`src/rtl/dmem_pkg.sv`:
```
// Shared types and constants for the data-memory arbiter slice.
package dmem_pkg;

    typedef enum logic [1:0] {
        IDLE   = 2'd0,
        ACCESS = 2'd1,
        RESP   = 2'd2
    } state_t;

    localparam int   WORD_BYTES  = 8;
    localparam logic PORT_CORE   = 1'b0;
    localparam logic PORT_LOADER = 1'b1;

endpackage

```
`src/rtl/rr_arbiter2.sv`:
```
// Two-way round-robin arbiter: a sole requester always wins, and on a tie
// the port that was not granted last time wins.
module rr_arbiter2
    import dmem_pkg::*;
(
    input  logic [1:0] req,
    input  logic       last_grant,
    output logic [1:0] gnt
);

    // One-hot winner selection
    always_comb begin
        gnt = 2'b00;
        if (req[PORT_CORE] && req[PORT_LOADER]) begin
            if (last_grant == PORT_LOADER) begin
                gnt[PORT_CORE] = 1'b1;
            end else begin
                gnt[PORT_LOADER] = 1'b1;
            end
        end else begin
            gnt = req;
        end
    end

endmodule

```
`src/rtl/dmem_arbiter.sv`:
```
// Shares one single-port 64-bit data memory between the core load/store
// path (port 0) and the loader/debug path (port 1). Each access takes
// three cycles: grant in IDLE, one memory cycle, one response cycle.
//
// state  | meaning
// -------+------------------------------------------------------------
// IDLE   | waiting for a request; grant pulses combinationally here
// ACCESS | latched operands drive the memory; strobes held off on error
// RESP   | rvalid/rdata/err presented to the port that was granted
module dmem_arbiter
    import dmem_pkg::*;
#(
    parameter int ADDR_W    = 64,
    parameter int DATA_W    = 64,
    parameter int MEM_BYTES = 1024
) (
    input  logic              clk,
    input  logic              rst,
    input  logic              m0_req,
    input  logic              m0_we,
    input  logic [ADDR_W-1:0] m0_addr,
    input  logic [DATA_W-1:0] m0_wdata,
    output logic              m0_gnt,
    output logic              m0_rvalid,
    output logic [DATA_W-1:0] m0_rdata,
    output logic              m0_err,
    input  logic              m1_req,
    input  logic              m1_we,
    input  logic [ADDR_W-1:0] m1_addr,
    input  logic [DATA_W-1:0] m1_wdata,
    output logic              m1_gnt,
    output logic              m1_rvalid,
    output logic [DATA_W-1:0] m1_rdata,
    output logic              m1_err,
    output logic [ADDR_W-1:0] mem_address,
    output logic [DATA_W-1:0] mem_write_data,
    output logic              mem_read,
    output logic              mem_write,
    input  logic [DATA_W-1:0] mem_read_data,
    output logic              busy
);

    // Highest legal word address; compared at full width so high address
    // bits can never alias into the memory.
    localparam logic [ADDR_W-1:0] MAX_ADDR = ADDR_W'(MEM_BYTES - WORD_BYTES);

    state_t            state_q, state_d;
    logic              last_grant_q;
    logic              id_q;
    logic              we_q;
    logic              err_q;
    logic [ADDR_W-1:0] addr_q;
    logic [DATA_W-1:0] wdata_q;
    logic [DATA_W-1:0] rdata_q;

    logic [1:0]        arb_gnt;
    logic [1:0]        gnt;
    logic              accept;
    logic              win_id;
    logic              sel_we;
    logic [ADDR_W-1:0] sel_addr;
    logic [DATA_W-1:0] sel_wdata;
    logic              sel_err;

    rr_arbiter2 u_rr_arbiter2 (
        .req        ({m1_req, m0_req}),
        .last_grant (last_grant_q),
        .gnt        (arb_gnt)
    );

    // Grants only leave the block in IDLE and never while reset is held
    assign gnt       = (state_q == IDLE && !rst) ? arb_gnt : 2'b00;
    assign accept    = |gnt;
    assign win_id    = gnt[PORT_LOADER];
    assign sel_we    = (win_id == PORT_LOADER) ? m1_we    : m0_we;
    assign sel_addr  = (win_id == PORT_LOADER) ? m1_addr  : m0_addr;
    assign sel_wdata = (win_id == PORT_LOADER) ? m1_wdata : m0_wdata;
    assign sel_err   = (sel_addr[2:0] != 3'b000) || (sel_addr > MAX_ADDR);

    assign m0_gnt = gnt[PORT_CORE];
    assign m1_gnt = gnt[PORT_LOADER];
    assign busy   = (state_q != IDLE);

    // State register
    always_ff @(posedge clk or posedge rst) begin
        if (rst) begin
            state_q <= IDLE;
        end else begin
            state_q <= state_d;
        end
    end

    // Next state, memory strobes and response mux
    always_comb begin
        state_d        = state_q;
        mem_address    = '0;
        mem_write_data = '0;
        mem_read       = 1'b0;
        mem_write      = 1'b0;
        m0_rvalid      = 1'b0;
        m0_rdata       = '0;
        m0_err         = 1'b0;
        m1_rvalid      = 1'b0;
        m1_rdata       = '0;
        m1_err         = 1'b0;
        case (state_q)
            IDLE: begin
                if (accept) begin
                    state_d = ACCESS;
                end
            end
            ACCESS: begin
                mem_address    = addr_q;
                mem_write_data = wdata_q;
                if (!err_q) begin
                    mem_write = we_q;
                    mem_read  = !we_q;
                end
                state_d = RESP;
            end
            RESP: begin
                if (id_q == PORT_CORE) begin
                    m0_rvalid = 1'b1;
                    m0_rdata  = rdata_q;
                    m0_err    = err_q;
                end else begin
                    m1_rvalid = 1'b1;
                    m1_rdata  = rdata_q;
                    m1_err    = err_q;
                end
                state_d = IDLE;
            end
            default: begin
                state_d = IDLE;
            end
        endcase
    end

    // Operand latches, round-robin history and registered load data
    always_ff @(posedge clk or posedge rst) begin
        if (rst) begin
            last_grant_q <= PORT_LOADER;
            id_q         <= PORT_CORE;
            we_q         <= 1'b0;
            err_q        <= 1'b0;
            addr_q       <= '0;
            wdata_q      <= '0;
            rdata_q      <= '0;
        end else begin
            if (accept) begin
                last_grant_q <= win_id;
                id_q         <= win_id;
                we_q         <= sel_we;
                err_q        <= sel_err;
                addr_q       <= sel_addr;
                wdata_q      <= sel_wdata;
            end
            if (state_q == ACCESS) begin
                rdata_q <= (!we_q && !err_q) ? mem_read_data : '0;
            end
        end
    end

endmodule

```
`config.mk`:
```
export PLATFORM = sky130hd
export DESIGN_NAME = dmem_arbiter
export DESIGN_NICKNAME = d
export VERILOG_FILES = /design/src/rtl/dmem_pkg.sv /design/src/rtl/rr_arbiter2.sv /design/src/rtl/dmem_arbiter.sv
export SDC_FILE = /design/constraint.sdc
export NUM_CORES = 1
export LEC_CHECK = 0
export CORE_AREA = 2 2 228 230
export DETAILED_ROUTE_END_ITERATION = 8
export DIE_AREA = 0 0 230 232
export PLACE_DENSITY = 0.48
export SLEW_MARGIN = 25
export SYNTH_ARGS = -nofsm -noshare
export SYNTH_HDL_FRONTEND = slang
export SYNTH_HIERARCHICAL = 1
export SYNTH_SLANG_ARGS = --single-unit
```
`constraint.sdc`:
```
create_clock -name clk -period 8.3 [get_ports clk]
set_input_delay 1.66 -clock clk [delete_from_list [all_inputs] [get_ports clk]]
set_output_delay 1.66 -clock clk [all_outputs]
set_load 0.02 [all_outputs]
```
Word level (Yosys, flattened, before mapping)
Cells that the tools add are included.
Word-level totals
  bits in registers: 198
  input port bits: 326
  output and inout port bits: 265
  word-level logic and storage cells: 51
Operators by class
  reduce and logical (&&, ||, !) cells: 11
  muxes and demuxes: 28
  equal/unequal tests: 3
  order comparisons: 1
Operator list (count)
  $mux 64: 9
  $gt 64x10->1 const B: 1
  $mux 1: 15
  $mux 2: 3
  $pmux 2 s2: 1
  $logic_and 1x1->1: 3
  $logic_not 1->1: 3
  $reduce_bool 3->1: 1
  $eq 2x1->1 const B: 1
  $eq 2x2->1 const B: 1
  $logic_not 2->1: 1
  $ne 2x2->1 const B: 1
  $reduce_bool 2->1: 1
  $reduce_or 2->1: 1
  $logic_or 1x1->1: 1

Longest topological paths before layout
  word-level depth: 6
  mapped depth: 8
  depth with buffers taken out: 6

Modules after synthesis
The synthesis kept the hierarchy.
By module, submodules not included
  dmem_arbiter: seq. area each 4956.0 µm², area an instance 10211.0 µm², cells each 1199, times used 1
  rr_arbiter2: seq. area each 0.0 µm², area an instance 18.8 µm², cells each 3, times used 1

Worst setup path after synthesis
No wires, ideal clock.
  path type: input -> output
  start: in m1_req
  end: out m1_gnt
  setup slack: 4220 ps
  stages on the path: 4
  arrival time: 2420 ps
  required time: 6640 ps
  path buffers: 1
  cell sequence: a21boi_0 -> nand2_2 -> inv_2 -> buf_2
On the way
  cells in the longest elaborated chain, start to end: 3
RTL lines
  start: declaration: RTL line dmem_arbiter.sv:27  | input logic m1_req,
  $logic_and 1x1->1: RTL line rr_arbiter2.sv:14  | if (req[PORT_CORE] && req[PORT_LOADER]) begin
  $mux 2 *: RTL line rr_arbiter2.sv:14
  $mux 2 *: RTL line dmem_arbiter.sv:72  | assign gnt = (state_q == IDLE && !rst) ? arb_gnt : 2'b00;
  end: declaration: RTL line dmem_arbiter.sv:31  | output logic m1_gnt,
Every way passes the cells marked *; elsewhere a longest branch is shown, timed or not.

Worst setup path after layout
  start: in m1_req
  end: out m1_gnt
On the way
  cells in the longest elaborated chain, start to end: 3
RTL lines
  $logic_and 1x1->1: RTL line rr_arbiter2.sv:14
  $mux 2 *: RTL line rr_arbiter2.sv:14
  via arb_gnt[1]: RTL line dmem_arbiter.sv:56  | logic [1:0] arb_gnt;
  $mux 2 *: RTL line dmem_arbiter.sv:72
Mark *: on every way through the listed nets, which the timed path passes. The rest lies on a longest branch.

==> reports/qor.txt <==
post-synthesis sequential element count - 198
average cell area after synthesis - 8.51 µm²
CTS Hold Bufs - 0
DRC violations left - 0
1st-iter DRT viols - 597
hold wc startpoint - last_grant_q$_DFFE_PP1P_
Internal Power - 2.37 mW
CTS Buf Count - 17
Distinct cells, synth - 29
RSZ-0062 raised after global routing - false
outcome - finished, final reports clean
Final nets - 2,048
Synth area leader - dfrtp_1
P_sw - 1.35 mW
post-CTS setup buffer count - 0
crit path DAT - 4.08 ns
core area - 50,900 µm²
Layout Skew - 0.00799 ns
routability cong. - 0.839
CP Class - input pin to output pin
Post-synth EDFFs - 0
Root Buffer - clkbuf_16
Chip Height - 232 µm
Detail Route Antenna Nets - 0
initial antenna violation count - 2
Longest Clk Path Bufs - 2
Synth Instances - 1,202
worst setup path start - m1_req
Max Cap Viol - 0
Site Rows - 83
critical-path maximum fanout - 44
via count - 10,569
GRT Total Usage - 17.6%
CP Launch Type - input pin
fin util - 33.9%
fin crit period - 5.74 ns
Max Fclk - 0.174 GHz
final hold violation count - 0
pwr dens - 216 nW/µm²
I/O pin cnt - 591
Critical Path RT - 6.64 ns
DIE AREA - 53,400 µm²
post-synthesis sequential area ratio - 48.4%
VDD IR max - 0.145 mV
number of global-route vias before repair - 10,668
wirelength, routed - 47.6 mm
Worst Setup End Kind - output pin
DIE WIDTH - 230 µm
first-pass GRT wire length - 69.7 mm
CTS sink count - 198
largest net degree at the start of global routing - 214
GRT overflow - 0
Skew-Pair Late Insertion Delay - 0.50 ns
part of the power in the clock network - 23.2%
Post-synth top cells - nand2_1, and2_1, dfrtp_1
most frequent cell after synthesis - nand2_1
switch share - 36.4%
area growth from synthesis to layout - 68.6%
Initial Util - 20.1%
period utilization - 69.1%
synth top area cells - dfrtp_1, and2_1, nand2_1
top cell type's share of synthesized area - 48.2%
Pre-antenna DRT Iters - 4
H-tree Lvls - 4
setup_tns - 0 ns
Hold WC Path Type - flop to flop
LEAKAGE - 6.91 nW
reg2reg start - last_grant_q$_DFFE_PP1P_
CTS resizes - 0
worst slew pin tran - 1.13 ns
vias per inst - 4.37
Setup violations, final - 0
CTS tree - yes
warnings from Yosys - 6
routed len/inst - 19.7 µm
Comb pwr share - 37.7%
Final HPWL DP - 35.5 mm
Clock Pin Slew Worst Setup and Hold Paths - 0.07 ns
slew margin rel. - 24.9%
Total Power - 3.72 mW
post-synthesis instance area - 10,200 µm²
Port Buf Inserts - 590
top_reg_cell synth - dfrtp_1
final hold slack - 0.493 ns
Synth Net Count - 1,528
Async SR Flop Fraction - 100%
Final Max Tran Viols - 0
layout cells sized above 1 - 3.05%
sequential power share - 39.1%
-- cell type report --
| cell class | instances | area, µm² |
|---|---|---|
| Antenna cell | 1 | 2.50 |
| Clock buffer | 20 | 457 |
| Clock inverter | 12 | 115 |
| Fill cell | 5365 | 33600 |
| Inverter | 5 | 31.3 |
| Multi-Input combinational cell | 900 | 4840 |
| Sequential cell | 198 | 4960 |
| Tap cell | 680 | 851 |
| Timing Repair Buffer | 600 | 6000 |
-- layer usage --
layer	vias to the layer above	routed length [µm]	GRT usage, %
met4	2	938	5.04
met2	431	22500	29.0
li1	5066	-	-
met1	5032	19600	21.0
met5	-	13	0
met3	38	4480	7.50
-- critical path: stages --
cell and delay (ns):
clkdlybuf4s50_1 0.48, a21boi_0 0.66, nand2_4 0.52, inv_4 0.15, clkdlybuf4s50_1 0.60
-- flip-flops by register name, indices dropped and copies added, names as in the netlist --
signal / flops
addr_q: 64
err_q: 1
id_q: 1
last_grant_q: 1
rdata_q: 64
state_q: 2
wdata_q: 64
we_q: 1
-- power by group through the flow --
stage / combinational, mW / clock (mW) / sequential [mW]
finish: 1.40 / 0.864 / 1.45
global route: 1.54 / 0.942 / 1.50
CTS: 1.43 / 0.908 / 1.46
detailed placement: 1.42 / 0 / 1.48
global placement: 1.41 / 0 / 1.46
floorplan: 0.810 / 0 / 1.41
-- cells by family (layout without fill, tap and decap cells) --
group	Yosys count	count (layout)	share of synthesized area (%)
simple gates	701	701	33.3
buf+inv	104	637	4.50
compound gates	199	199	13.8
flops	198	198	48.4
other cells	0	1	0
-- cell usage in the layout, fill, tap and decap left out, types with 2 or more instances in the layout --
cell type,synthesis,final
inv_4,0,2
clkdlybuf4s50_1,0,590
or4_1,2,2
and4_1,2,2
nor2_1,134,134
dfrtp_1,197,197
and2_1,258,258
clkinv_2,0,2
nand4_1,8,8
nor3_2,1,2
nor4_1,22,22
a31oi_1,130,130
a22o_1,64,64
nor3_1,5,4
buf_4,3,8
inv_1,4,2
clkbuf_8,0,2
a22oi_1,2,2
nand2_1,263,263
inv_6,0,5
clkbuf_16,0,17
clkinvlp_4,0,3
-- through the flow --
step / std cells / instance area [µm²] / worst slack (ns)
2_1_floorplan: 1202 / 10200 / 1.24
3_3_place_gp: 2383 / 16700 / 2.60
3_5_place_dp: 2383 / 16700 / 2.65
4_1_cts: 2415 / 17200 / 2.65
5_1_grt: 2416 / 17200 / 2.50
6_report: 2416 / 17200 / 2.56
-- path summary, 6_finish.rpt --
kind,endpoint,slack [ns],cells after the start
worst max-delay path,m1_gnt,2.56,5
worst min-delay path,last_grant_q$_DFFE_PP1P_,0.49,2
worst max register to register,wdata_q[32]$_DFFE_PP0P_,4.69,7
worst min register to register,last_grant_q$_DFFE_PP1P_,0.49,2
max in group asynchronous,rdata_q[28]$_DFFE_PP0P_,5.09,3
min in group asynchronous,state_q[0]$_DFFE_PP0P_,1.86,2
Note: power is estimated with default switching activity, not from simulation.
